==> config.mk <==
export PLATFORM = sky130hd
export DESIGN_NAME = beta_mem_stage
export DESIGN_NICKNAME = d
export VERILOG_FILES = /design/src/rtl/beta_mem_stage.sv
export SDC_FILE = /design/constraint.sdc
export NUM_CORES = 1
export LEC_CHECK = 0
export BUFFER_PORTS_ARGS = -buffer_cell sky130_fd_sc_hd__buf_2
export CORE_MARGIN = 5
export CORE_UTILIZATION = 50
export CTS_CLUSTER_DIAMETER = 60
export DETAILED_ROUTE_END_ITERATION = 8
export MAX_ROUTING_LAYER = met4
export PLACE_DENSITY = 0.85
export SYNTH_ARGS = -nofsm -noshare
export SYNTH_HDL_FRONTEND = slang
export SYNTH_SLANG_ARGS = --single-unit
==> constraint.sdc <==
create_clock -name clk_i -period 1.8 [get_ports clk_i]
set_input_delay 0.09 -clock clk_i [delete_from_list [all_inputs] [get_ports clk_i]]
set_output_delay 0.09 -clock clk_i [all_outputs]
set_load 0.02 [all_outputs]
==> src/rtl/beta_mem_stage.sv <==
// Memory stage of a simple in-order pipeline: issues aligned loads/stores on a
// valid/ready data-memory port, extracts load data and produces a registered writeback.
module beta_mem_stage #(
  parameter int ADDR_W = 32
) (
  input  logic              clk_i,
  input  logic              rst_n_i,
  input  logic              exe_valid_i,
  output logic              exe_ready_o,
  input  logic              exe_mem_op_en_i,
  input  logic              exe_mem_op_i,
  input  logic [1:0]        exe_mem_op_size_i,
  input  logic              exe_mem_unsigned_i,
  input  logic [31:0]       exe_res_i,
  input  logic [31:0]       exe_wdata_i,
  input  logic [4:0]        exe_rd_i,
  input  logic              exe_reg_wr_en_i,
  output logic              dmem_req_valid_o,
  input  logic              dmem_req_ready_i,
  output logic [ADDR_W-1:0] dmem_addr_o,
  output logic              dmem_we_o,
  output logic [3:0]        dmem_be_o,
  output logic [31:0]       dmem_wdata_o,
  input  logic              dmem_rsp_valid_i,
  output logic              dmem_rsp_ready_o,
  input  logic [31:0]       dmem_rdata_i,
  output logic              wb_valid_o,
  output logic [4:0]        wb_rd_o,
  output logic              wb_reg_wr_en_o,
  output logic [31:0]       wb_data_o,
  output logic              misalign_o
);

  typedef enum logic [1:0] {IDLE = 2'b00, WRDY = 2'b01, WVLD = 2'b10} state_t;

  state_t             r_state, w_state_next;
  logic [ADDR_W-1:0]  w_addr;
  logic [1:0]         w_off;
  logic [3:0]         w_be;
  logic [31:0]        w_wdata;
  logic               w_misalign, w_accept, w_start;
  logic [ADDR_W-1:0]  r_addr;
  logic               r_we, r_unsigned, r_wr_en;
  logic [3:0]         r_be;
  logic [31:0]        r_wdata;
  logic [4:0]         r_rd;
  logic [1:0]         r_size, r_off;
  logic [7:0]         w_byte;
  logic [15:0]        w_half;
  logic [31:0]        w_load;
  logic               r_wb_valid, r_wb_wr_en, r_misalign;
  logic [4:0]         r_wb_rd;
  logic [31:0]        r_wb_data;

  assign w_addr   = ADDR_W'(exe_res_i);
  assign w_off    = exe_res_i[1:0];
  assign w_accept = exe_valid_i && exe_ready_o;
  assign w_start  = w_accept && exe_mem_op_en_i && !w_misalign;

  always_ff @(posedge clk_i or negedge rst_n_i) begin
    if (!rst_n_i) r_state <= IDLE;
    else          r_state <= w_state_next;
  end

  always_comb begin
    w_state_next = r_state;
    case (r_state)
      IDLE:    if (w_start) w_state_next = WRDY;
      WRDY:    if (dmem_req_ready_i) w_state_next = r_we ? IDLE : WVLD;
      WVLD:    if (dmem_rsp_valid_i) w_state_next = IDLE;
      default: w_state_next = IDLE;
    endcase
  end

  always_comb begin
    exe_ready_o      = (r_state == IDLE);
    dmem_req_valid_o = (r_state == WRDY);
    dmem_rsp_ready_o = (r_state == WVLD);
  end

  // Lane pattern and replicated store data, plus the alignment check
  always_comb begin
    w_be       = 4'b0000;
    w_wdata    = exe_wdata_i;
    w_misalign = 1'b0;
    case (exe_mem_op_size_i)
      2'b00: begin
        w_be       = 4'b1111;
        w_misalign = (w_off != 2'b00);
      end
      2'b01: begin
        w_be       = w_off[1] ? 4'b1100 : 4'b0011;
        w_wdata    = {2{exe_wdata_i[15:0]}};
        w_misalign = w_off[0];
      end
      2'b10: begin
        w_be    = 4'b0001 << w_off;
        w_wdata = {4{exe_wdata_i[7:0]}};
      end
      default: w_misalign = 1'b1;
    endcase
  end

  always_ff @(posedge clk_i or negedge rst_n_i) begin
    if (!rst_n_i) begin
      r_addr     <= '0;
      r_we       <= 1'b0;
      r_be       <= 4'b0000;
      r_wdata    <= '0;
      r_rd       <= '0;
      r_wr_en    <= 1'b0;
      r_unsigned <= 1'b0;
      r_size     <= '0;
      r_off      <= '0;
    end else if (w_start) begin
      r_addr     <= {w_addr[ADDR_W-1:2], 2'b00};
      r_we       <= exe_mem_op_i;
      r_be       <= w_be;
      r_wdata    <= w_wdata;
      r_rd       <= exe_rd_i;
      r_wr_en    <= exe_reg_wr_en_i;
      r_unsigned <= exe_mem_unsigned_i;
      r_size     <= exe_mem_op_size_i;
      r_off      <= w_off;
    end
  end

  assign dmem_addr_o  = r_addr;
  assign dmem_we_o    = r_we;
  assign dmem_be_o    = r_be;
  assign dmem_wdata_o = r_wdata;

  assign w_byte = dmem_rdata_i[{r_off, 3'b000} +: 8];
  assign w_half = r_off[1] ? dmem_rdata_i[31:16] : dmem_rdata_i[15:0];

  always_comb begin
    case (r_size)
      2'b00:   w_load = dmem_rdata_i;
      2'b01:   w_load = {{16{!r_unsigned && w_half[15]}}, w_half};
      default: w_load = {{24{!r_unsigned && w_byte[7]}}, w_byte};
    endcase
  end

  // Writeback pulses come from exactly one of: accept in IDLE, store done, load response
  always_ff @(posedge clk_i or negedge rst_n_i) begin
    if (!rst_n_i) begin
      r_wb_valid <= 1'b0;
      r_wb_wr_en <= 1'b0;
      r_misalign <= 1'b0;
      r_wb_rd    <= '0;
      r_wb_data  <= '0;
    end else begin
      r_wb_valid <= 1'b0;
      r_misalign <= 1'b0;
      if (w_accept && !exe_mem_op_en_i) begin
        r_wb_valid <= 1'b1;
        r_wb_rd    <= exe_rd_i;
        r_wb_wr_en <= exe_reg_wr_en_i;
        r_wb_data  <= exe_res_i;
      end else if (w_accept && w_misalign) begin
        r_wb_valid <= 1'b1;
        r_wb_rd    <= exe_rd_i;
        r_wb_wr_en <= 1'b0;
        r_misalign <= 1'b1;
      end else if (r_state == WRDY && dmem_req_ready_i && r_we) begin
        r_wb_valid <= 1'b1;
        r_wb_rd    <= r_rd;
        r_wb_wr_en <= 1'b0;
      end else if (r_state == WVLD && dmem_rsp_valid_i) begin
        r_wb_valid <= 1'b1;
        r_wb_rd    <= r_rd;
        r_wb_wr_en <= r_wr_en;
        r_wb_data  <= w_load;
      end
    end
  end

  assign wb_valid_o     = r_wb_valid;
  assign wb_rd_o        = r_wb_rd;
  assign wb_reg_wr_en_o = r_wb_wr_en;
  assign wb_data_o      = r_wb_data;
  assign misalign_o     = r_misalign;

endmodule

== Yosys cells after proc, flatten, opt, wreduce, memory -nomap -nowiden ==
Index checks and enable logic that the tools add are counted.

* Register bits after elaboration: 120
* Bits in latches: 0
* Bits in writable memories: 0
* Memory bits (read-only): 0
* Bits of input ports: 112
* Output and inout port bits: 112
* Memories: 0

* Add/subtract/negate cells: 0
* Multiply operators: 0
* Div/mod/pow operators: 0
* Order comparisons: 0
* Equality and inequality tests: 10
* Shift operators: 2
* Multiplexer cells: 29
* Bitwise gates (word level): 0
* Reductions and logical operators: 21

{| class="wikitable"
|+ Operators with widths
! operator !! count
|-
| 2-to-1 mux 32 bit || 4
|-
| case mux 32 bit (2 select lines) || 2
|-
| indexed part select 32 x 6 -> 8 bit || 1
|-
| 2-to-1 mux 5 bit || 4
|-
| 2-to-1 mux 16 bit || 1
|-
| case mux 4 bit (3 select lines) || 1
|-
| logical AND 1 bit || 10
|-
| 2-to-1 mux 1 bit || 10
|-
| 2-to-1 mux 2 bit || 4
|-
| == test 2 x 1 -> 1 bit, second input constant || 3
|-
| logical NOT 2 bit || 3
|-
| != test 2 bit, second input constant || 3
|-
| case mux 2 bit (3 select lines) || 1
|-
| AND reduction 3 bit || 2
|-
| == test 2 bit, second input constant || 2
|-
| 2-to-1 mux 4 bit || 1
|-
| != test 2 x 1 -> 1 bit, second input constant || 2
|-
| nonzero test 2 bit || 2
|-
| nonzero test 4 bit || 1
|-
| left shift 1 x 2 -> 4 bit, first input constant || 1
|-
| logical NOT 1 bit || 3
|-
| case mux 1 bit (3 select lines) || 1
|}

== Longest topological paths before layout ==
Gate-level depths: netlist (run 1).

* Depth after elaboration: 7
* Mapped depth: 8
* Depth with buffers taken out: 6

== Worst setup path after synthesis (run 1) ==
OpenSTA, ideal clock, no wires.

* Kind: reg-to-reg
* Start point: reg r_state[1]
* End point: reg r_wb_data[2] (netlist: wb_data_o[2])
* Setup time: 0.128 ns
* Arrival: 1.428 ns
* Data required time: 1.672 ns
* Slack: 0.244 ns
* Stages on the path, launching flop included: 6
* Cell sequence: dfrtp_1 or4b_4 buf_6 or2_0 o31ai_1 a21oi_1

* Longest elaborated chain between the ends: 5
* Elaborated cells on any way between the ends: 14
* Classes of those cells: eq/ne: 4; mux: 1; reduce/logical: 9

{| class="wikitable"
|+ RTL lines
! what !! line !! text
|-
| from (decl) || 36 || <nowiki>state_t r_state, w_state_next;</nowiki>
|-
| from (signal assigned) || 62 || <nowiki>else r_state <= w_state_next;</nowiki>
|-
| == test 2 x 1 -> 1 bit or logical NOT 2 bit (tied branches) || 165, 76 ||
|-
| logical AND 1 bit (on tied branches) || 165, 57 ||
|-
| logical AND 1 bit (on tied branches) || 165, 155, 160 ||
|-
| != test 2 bit (no source line) or nonzero test 2 bit (tied branches) || -- ||
|-
| AND reduction 3 bit (no source line) || -- ||
|-
| to (signal assigned) || 159 || <nowiki>r_wb_data <= exe_res_i;</nowiki>
|-
| to (signal assigned) || 173 || <nowiki>r_wb_data <= w_load;</nowiki>
|-
| to (decl) || 53 || <nowiki>logic [31:0] r_wb_data;</nowiki>
|}

Several ways; a longest one is shown, not always the timed one.
A chain may end at the register's enable or synchronous reset.

== Final worst setup path (run 1) ==
* Start point: reg r_state[1]
* End point: reg r_wb_data[25] (netlist: wb_data_o[25])

The elaborated chain is that of the path after synthesis.

==> results of run 1 <==
## per-stage QoR
stage               power (uW)  utilization  worst slack [ps]
global route             13300        0.732              9.20
detailed placement        8830        0.619              1.10
finish                   12800        0.732              63.1
floorplan                 7090            -               244
CTS                      12700        0.732              72.1
global placement          8710        0.619              63.9
## power breakdown
| part | internal (uW) | switching, uW | total [uW] |
|---|---|---|---|
| combinational | 2020 | 2740 | 4770 |
| sequential | 3640 | 623 | 4270 |
| clock | 2520 | 1200 | 3730 |
| total | 8190 | 4570 | 12800 |
## logic make-up (layout without fill, tap and decap cells)
| group | Yosys count | after routing | synth area share |
|---|---|---|---|
| buffers and inverters | 47 | 364 | 0.0450 |
| and+or+nand+nor | 169 | 169 | 0.132 |
| DFF | 120 | 120 | 0.500 |
| AOI/OAI and AO/OA | 155 | 155 | 0.172 |
| muxes | 62 | 62 | 0.143 |
| adders and majority gates | 4 | 4 | 0.00833 |
| other | 1 | 3 | 0.000624 |
## cell usage after synthesis, drive strengths merged, types with 2 or more instances
| master | n | share of area |
|---|---|---|
| dfrtp | 120 | 0.50 |
| nand2 | 71 | 0.044 |
| o21ai | 50 | 0.042 |
| mux2 | 48 | 0.12 |
| nor2 | 31 | 0.021 |
| nor3 | 27 | 0.022 |
| a211oi | 26 | 0.033 |
| a21oi | 24 | 0.021 |
| buf | 22 | 0.029 |
| clkbuf | 17 | 0.011 |
| a22oi | 15 | 0.019 |
| mux2i | 14 | 0.023 |
| nor2b | 10 | 0.010 |
| a21o | 9 | 0.011 |
| nand3 | 9 | 0.0075 |
| inv | 8 | 0.0050 |
| a32o | 6 | 0.010 |
| o21a | 6 | 0.0075 |
| o31ai | 6 | 0.0075 |
| or2 | 6 | 0.0062 |
| ha | 4 | 0.0083 |
| nand2b | 4 | 0.0042 |
| a221oi | 2 | 0.0029 |
| a31oi | 2 | 0.0021 |
| and2 | 2 | 0.0021 |
| and3 | 2 | 0.0021 |
| o21bai | 2 | 0.0025 |
## final timing paths
path | start | endpoint | slack, ps | cells after the start
setup / recovery | r_state[1] | wb_data_o[25] | 60 | 4
hold / removal | exe_wdata_i[29] | dmem_wdata_o[29] | 10 | 3
hold reg to reg | dmem_be_o[1] | dmem_be_o[1] | 470 | 2
min in group asynchronous | rst_n_i | wb_data_o[11] | 330 | 3
setup reg to reg | r_state[1] | wb_data_o[25] | 60 | 4
max in group asynchronous | rst_n_i | wb_data_o[31] | 940 | 3
## flip-flops by register name, summed over array words and instances (netlist names)
| register | count |
|---|---|
| wb_valid_o | 1 |
| r_state | 2 |
| dmem_wdata_o | 32 |
| dmem_be_o | 4 |
| wb_reg_wr_en_o | 1 |
| misalign_o | 1 |
| r_unsigned | 1 |
| r_off | 2 |
| wb_rd_o | 5 |
| r_wr_en | 1 |
| dmem_addr_o | 30 |
| wb_data_o | 32 |
| r_size | 2 |
| dmem_we_o | 1 |
| r_rd | 5 |
## critical path: cells and delay by family (launching register included)
family	cells	cell delay, ps
and+or+nand+nor	2	830
AOI/OAI and AO/OA	1	70
buffers and inverters	1	260
DFF	1	420
## metal layers
layer | up-vias | global-route usage | part of all wire
met3 | 54 | 0.0679 | 0.081
li1 | 2614 | - | -
met4 | 0 | 0.0966 | 0.023
met1 | 2773 | 0.351 | 0.40
met5 | - | - | 0
met2 | 377 | 0.475 | 0.50
## cell type report
class | instances | area, sq um
clock buffers | 23 | 468
diodes | 1 | 2.50
inverters | 8 | 30.0
repair buffers | 325 | 2110
fillers | 819 | 3190
flip-flops and latches | 120 | 3000
clock inverters | 8 | 169
multi-input cells | 392 | 2750
well taps | 147 | 184
## timing repair
item,CTS,global route
gates resized for setup,1,3
setup endpoints to repair,7,2
endpoints found under the hold margin,204,0
hold buffers,70,0
## placed cells by master (no fill, tap or decap), types with 3 or more instances in the layout
cell type	count
sky130_fd_sc_hd__buf_2	220
sky130_fd_sc_hd__dfrtp_1	119
sky130_fd_sc_hd__nand2_1	70
sky130_fd_sc_hd__dlygate4sd3_1	70
sky130_fd_sc_hd__mux2_4	48
sky130_fd_sc_hd__o21ai_0	47
sky130_fd_sc_hd__buf_4	31
sky130_fd_sc_hd__nor2_1	30
sky130_fd_sc_hd__nor3_1	27
sky130_fd_sc_hd__a211oi_1	25
sky130_fd_sc_hd__a21oi_1	22
sky130_fd_sc_hd__clkbuf_16	17
sky130_fd_sc_hd__a22oi_1	15
sky130_fd_sc_hd__mux2i_1	14
sky130_fd_sc_hd__nor2b_1	10
sky130_fd_sc_hd__nand3_1	9
sky130_fd_sc_hd__a21o_1	9
sky130_fd_sc_hd__inv_1	8
sky130_fd_sc_hd__o31ai_1	6
sky130_fd_sc_hd__a32o_1	6
sky130_fd_sc_hd__o21a_1	6
sky130_fd_sc_hd__bufinv_16	5
sky130_fd_sc_hd__nand2b_1	4
sky130_fd_sc_hd__or2_0	4
sky130_fd_sc_hd__ha_1	4
sky130_fd_sc_hd__clkbuf_1	4
sky130_fd_sc_hd__buf_12	4
sky130_fd_sc_hd__o21ai_1	3
==> results.json, run 1 <==
{
  "avgViaCountPerCell": 5.68,
  "finalCriticalPeriod_ps": 1740,
  "endpoint_class_of_the_critical_path": "flip-flop",
  "detail_route.wirelength_um": 20300,
  "crit_share_post_route": 0.965,
  "critical_path_required_ps": 2050,
  "timing.critical_path.slowest_stage_cell": "sky130_fd_sc_hd__or4b_4",
  "stdcell_area_sq_um": 8720,
  "antenna_violating_nets_post_route": 0,
  "floorplan.rows": 40,
  "antenna_found_initial": 0,
  "fin_worst_skew_ps": 12.7,
  "clock_latency_ps": 410,
  "route.detailed.drc": 0,
  "place_area_sq_um": 7370,
  "firstDrtPassIters": 6,
  "cellLeakagePower_uw": 0.00436,
  "drive_above_1_share": 0.390,
  "initial_core_util": 0.505,
  "highest_achievable_clock_rate_ghz": 0.576,
  "yosys_register_bits": 120,
  "globalRouteOverflowTotal": 0,
  "start_kind": "flip-flop",
  "cts_max_path_buffers": 2,
  "final-hold-violation-count": 0,
  "timing.critical_path.slowest_cell_delay_ps": 670,
  "cellPowerDensity_nw_per_um2": 1460,
  "grt_setup_unrepaired": "no",
  "slew_headroom": 0.558,
  "synthArstFlopShare": 1.00,
  "cts_buffers": 17,
  "ioPinCount": 224,
  "dr_total_vias": 5818,
  "grt_start_max_net_pins": 121,
  "syn_area_per_cell_sq_um": 10.8,
  "outcome": "finished clean",
  "design.core.area_sq_um": 11900,
  "die_height_um": 120,
  "synth_edf_count": 0,
  "grt_util_all_layers": 0.288,
  "synth.lib_cells_used.distinct": 50,
  "design.die.area_sq_um": 14300,
  "grt_pass1_wl_um": 31600,
  "fin_worst_hold_slack_ps": 11.5,
  "final_cells": 1024,
  "yosysWarnings": 0,
  "numPlacedInstances": 922,
  "clkTransAtPathRegs_ps": 60,
  "cts_tree": "built",
  "finish.net_count": 980,
  "post_drt_wl_per_cell_um": 19.9,
  "number_of_max_slew_violations_in_the_final_report": 0,
  "cts-root-buf": "sky130_fd_sc_hd__clkbuf_16",
  "syn_inst": 558,
  "port_buffers": 221,
  "worst-slew-pin-transition_ps": 663,
  "crit_chain": "or4b_4, buf_4, nor2_1, a211oi_1",
  "first_iter_violations": 799,
  "h-tree-depth": 4,
  "postSynth.topFlopCell": "sky130_fd_sc_hd__dfrtp_1",
  "irDropWorstVdd_v": 0.000652,
  "worstSetupPathType": "flip-flop to flip-flop",
  "final.setup.tns_ps": 0,
  "chipWidth_um": 120,
  "worst-path-max-fanout": 19,
  "synth.yosys.seq_area_share": 0.500,
  "drv.max_cap_violation_count": 0,
  "min-delay-path-class": "primary input to flip-flop",
  "clock_sinks": 120,
  "cts.repair_timing.setup_buffer_count": 0,
  "first_global_vias": 5917,
  "timing.final.setup_violations": 0,
  "place.detailed.hpwl_um": 13400,
  "flow.area_growth_from_synthesis_pct": 45.1,
  "synth.cell_area_sq_um": 6010,
  "gp_congestion": 0.917,
  "cp_data_arrival_time_ps": 1990
}
Note: power is estimated with default switching activity, not from simulation.
==> inputs of run 2 (changes only) <==
--- a/config.mk
+++ b/config.mk
@@ -12,6 +12,7 @@
 export DETAILED_ROUTE_END_ITERATION = 8
 export MAX_ROUTING_LAYER = met4
 export PLACE_DENSITY = 0.85
+export SETUP_SLACK_MARGIN = 0.3
 export SYNTH_ARGS = -nofsm -noshare
 export SYNTH_HDL_FRONTEND = slang
 export SYNTH_SLANG_ARGS = --single-unit
==> results.json, run 2 (synthesis results as in run 1) <==
{
  "first_iter_violations": 681,
  "grt_busiest_layer": "met2",
  "power_frac_seq": 0.321,
  "cts-root-buf": "sky130_fd_sc_hd__clkbuf_16",
  "grt_start_max_net_pins": 50,
  "port_buffers": 221,
  "grt_util_all_layers": 0.318,
  "timing.critical_path.slowest_cell_delay_ps": 610,
  "initial_core_util": 0.505,
  "chipWidth_um": 120,
  "number_of_max_slew_violations_in_the_final_report": 0,
  "power.switching_uw": 5130,
  "slew_headroom": 0.556,
  "place.detailed.hpwl_um": 13400,
  "clock_latency_ps": 420,
  "drv.max_cap_violation_count": 0,
  "fraction_of_power_consumed_by_the_clock_network": 0.278,
  "cts_buffers": 17,
  "design.die.area_sq_um": 14300,
  "crit_chain": "or4b_4, buf_12, clkbuf_16, nor2_1, a211oi_1",
  "irDropWorstVdd_v": 0.000827,
  "cp_data_arrival_time_ps": 2130,
  "cellPowerDensity_nw_per_um2": 1400,
  "clock_sinks": 120,
  "clkTransAtPathRegs_ps": 60,
  "floorplan.rows": 40,
  "grtUsageMet3": 0.0749,
  "design.core.area_sq_um": 11900,
  "first_global_vias": 6322,
  "cts_max_path_buffers": 2,
  "worstSetupPathType": "flip-flop to flip-flop",
  "timing.final.setup_violations": 1,
  "grt_pass1_wl_um": 34400,
  "use_met2": 0.534,
  "switching_share": 0.376,
  "grt.met1_usage": 0.364,
  "timing.critical_path.slowest_stage_cell": "sky130_fd_sc_hd__or4b_4",
  "firstDrtPassIters": 7,
  "fin_worst_hold_slack_ps": -0.761,
  "cellLeakagePower_uw": 0.00476,
  "gp_congestion": 0.875,
  "postLayoutCoreUtil": 0.820,
  "drive_above_1_share": 0.503,
  "fin_total_pwr_uw": 13600,
  "violations": "negative hold slack, negative setup slack",
  "worst-path-max-fanout": 9,
  "worst-slew-pin-transition_ps": 656,
  "finalCriticalPeriod_ps": 1860,
  "avgViaCountPerCell": 6.02,
  "flow.area_growth_from_synthesis_pct": 62.4,
  "route.detailed.drc": 0,
  "postLayoutSetupSlackWorst_ps": -55.3,
  "detail_route.wirelength_um": 24300,
  "die_height_um": 120,
  "critical_path_required_ps": 2080,
  "h-tree-depth": 4,
  "fillCellCount": 646,
  "endpoint_class_of_the_critical_path": "flip-flop",
  "antenna_found_initial": 1,
  "cpLargestDelayFamily": "simple AND/OR/NAND/NOR gates",
  "finish.net_count": 1007,
  "grt_setup_unrepaired": "yes",
  "min-delay-path-class": "primary input to flip-flop",
  "intPower_uw": 8500,
  "cts_tree": "built",
  "crit_share_post_route": 1.03,
  "final-hold-violation-count": 1,
  "antenna_violating_nets_post_route": 0,
  "highest_achievable_clock_rate_ghz": 0.539,
  "outcome": "complete, but fails checks",
  "ioPinCount": 224,
  "share_comb_of_total_power": 0.401,
  "start_kind": "flip-flop",
  "dr_total_vias": 6331,
  "post_drt_wl_per_cell_um": 23.1,
  "critical_path_buf_inv_count": 2,
  "layout_commonest_cell": "sky130_fd_sc_hd__buf_2",
  "layout_common_cells": "sky130_fd_sc_hd__buf_2, sky130_fd_sc_hd__dfrtp_1, sky130_fd_sc_hd__dlygate4sd3_1",
  "fin_worst_skew_ps": 5.35,
  "globalRouteOverflowTotal": 0
}
[run 2: stage by stage]
stage	TNS, ps	instance area [sq um]	setup slack [ps]	cells
after floorplan	0	6020	252	559
after global placement	0	7350	92.6	916
after detailed placement	0	7350	25.8	916
after CTS	0	9230	144	1041
after global routing	-42.5	9760	-42.5	1052
final	-55.3	9760	-55.3	1052
[run 2: what timing repair did]
| action | CTS | global route |
|---|---|---|
| gates resized for setup | 71 | 103 |
| pin swaps | 21 | 22 |
| setup buffers | 14 | 3 |
| hold buffers | 70 | 0 |
| setup endpoints to repair | 101 | 118 |
| gates cloned | 9 | 7 |
| endpoints found under the hold margin | 176 | 0 |
[run 2: final timing paths]
check                                  end  slack (ps)  depth (start not counted)            from
setup / recovery             wb_data_o[15]         -60                          5      r_state[1]
hold reg to reg             wb_reg_wr_en_o         480                          1  wb_reg_wr_en_o
min in group asynchronous     wb_data_o[1]         160                          2         rst_n_i
hold / removal             dmem_wdata_o[8]        -0.8                          3  exe_wdata_i[8]
max in group asynchronous        dmem_we_o        1030                          3         rst_n_i
setup reg to reg             wb_data_o[15]         -60                          5      r_state[1]
[run 2: cell type report]
cell class	count	area, sq um	share of cell area
repair buffers	352	2750	0.281
well taps	147	184	0.0188
diodes	1	2.50	0.000256
multi-input cells	392	3140	0.322
inverters	8	30.0	0.00308
flip-flops and latches	120	3010	0.308
clock buffers	17	425	0.0436
clock inverters	15	226	0.0232
[run 2: routing by layer]
| metal | routed length (um) | share of wire |
|---|---|---|
| met5 | 0 | 0 |
| met3 | 2160 | 0.089 |
| met2 | 12000 | 0.49 |
| met1 | 8840 | 0.36 |
| met4 | 1260 | 0.052 |
[run 2: worst reg2reg max path: cells and delay by family (launching register included)]
family          cells  cell delay (ps)
simple gates        2              830
flops               1              440
buf+inv             2              330
compound gates      1              110
[run 2: power groups by stage]
stage / clock network [uW] / registers (uW) / logic [uW]
6_report: 3790 / 4370 / 5470
5_1_grt: 3930 / 4460 / 5760
4_1_cts: 3800 / 4230 / 4980
3_5_place_dp: 0 / 4240 / 4550
3_3_place_gp: 0 / 4220 / 4440
2_1_floorplan: 0 / 5230 / 1860
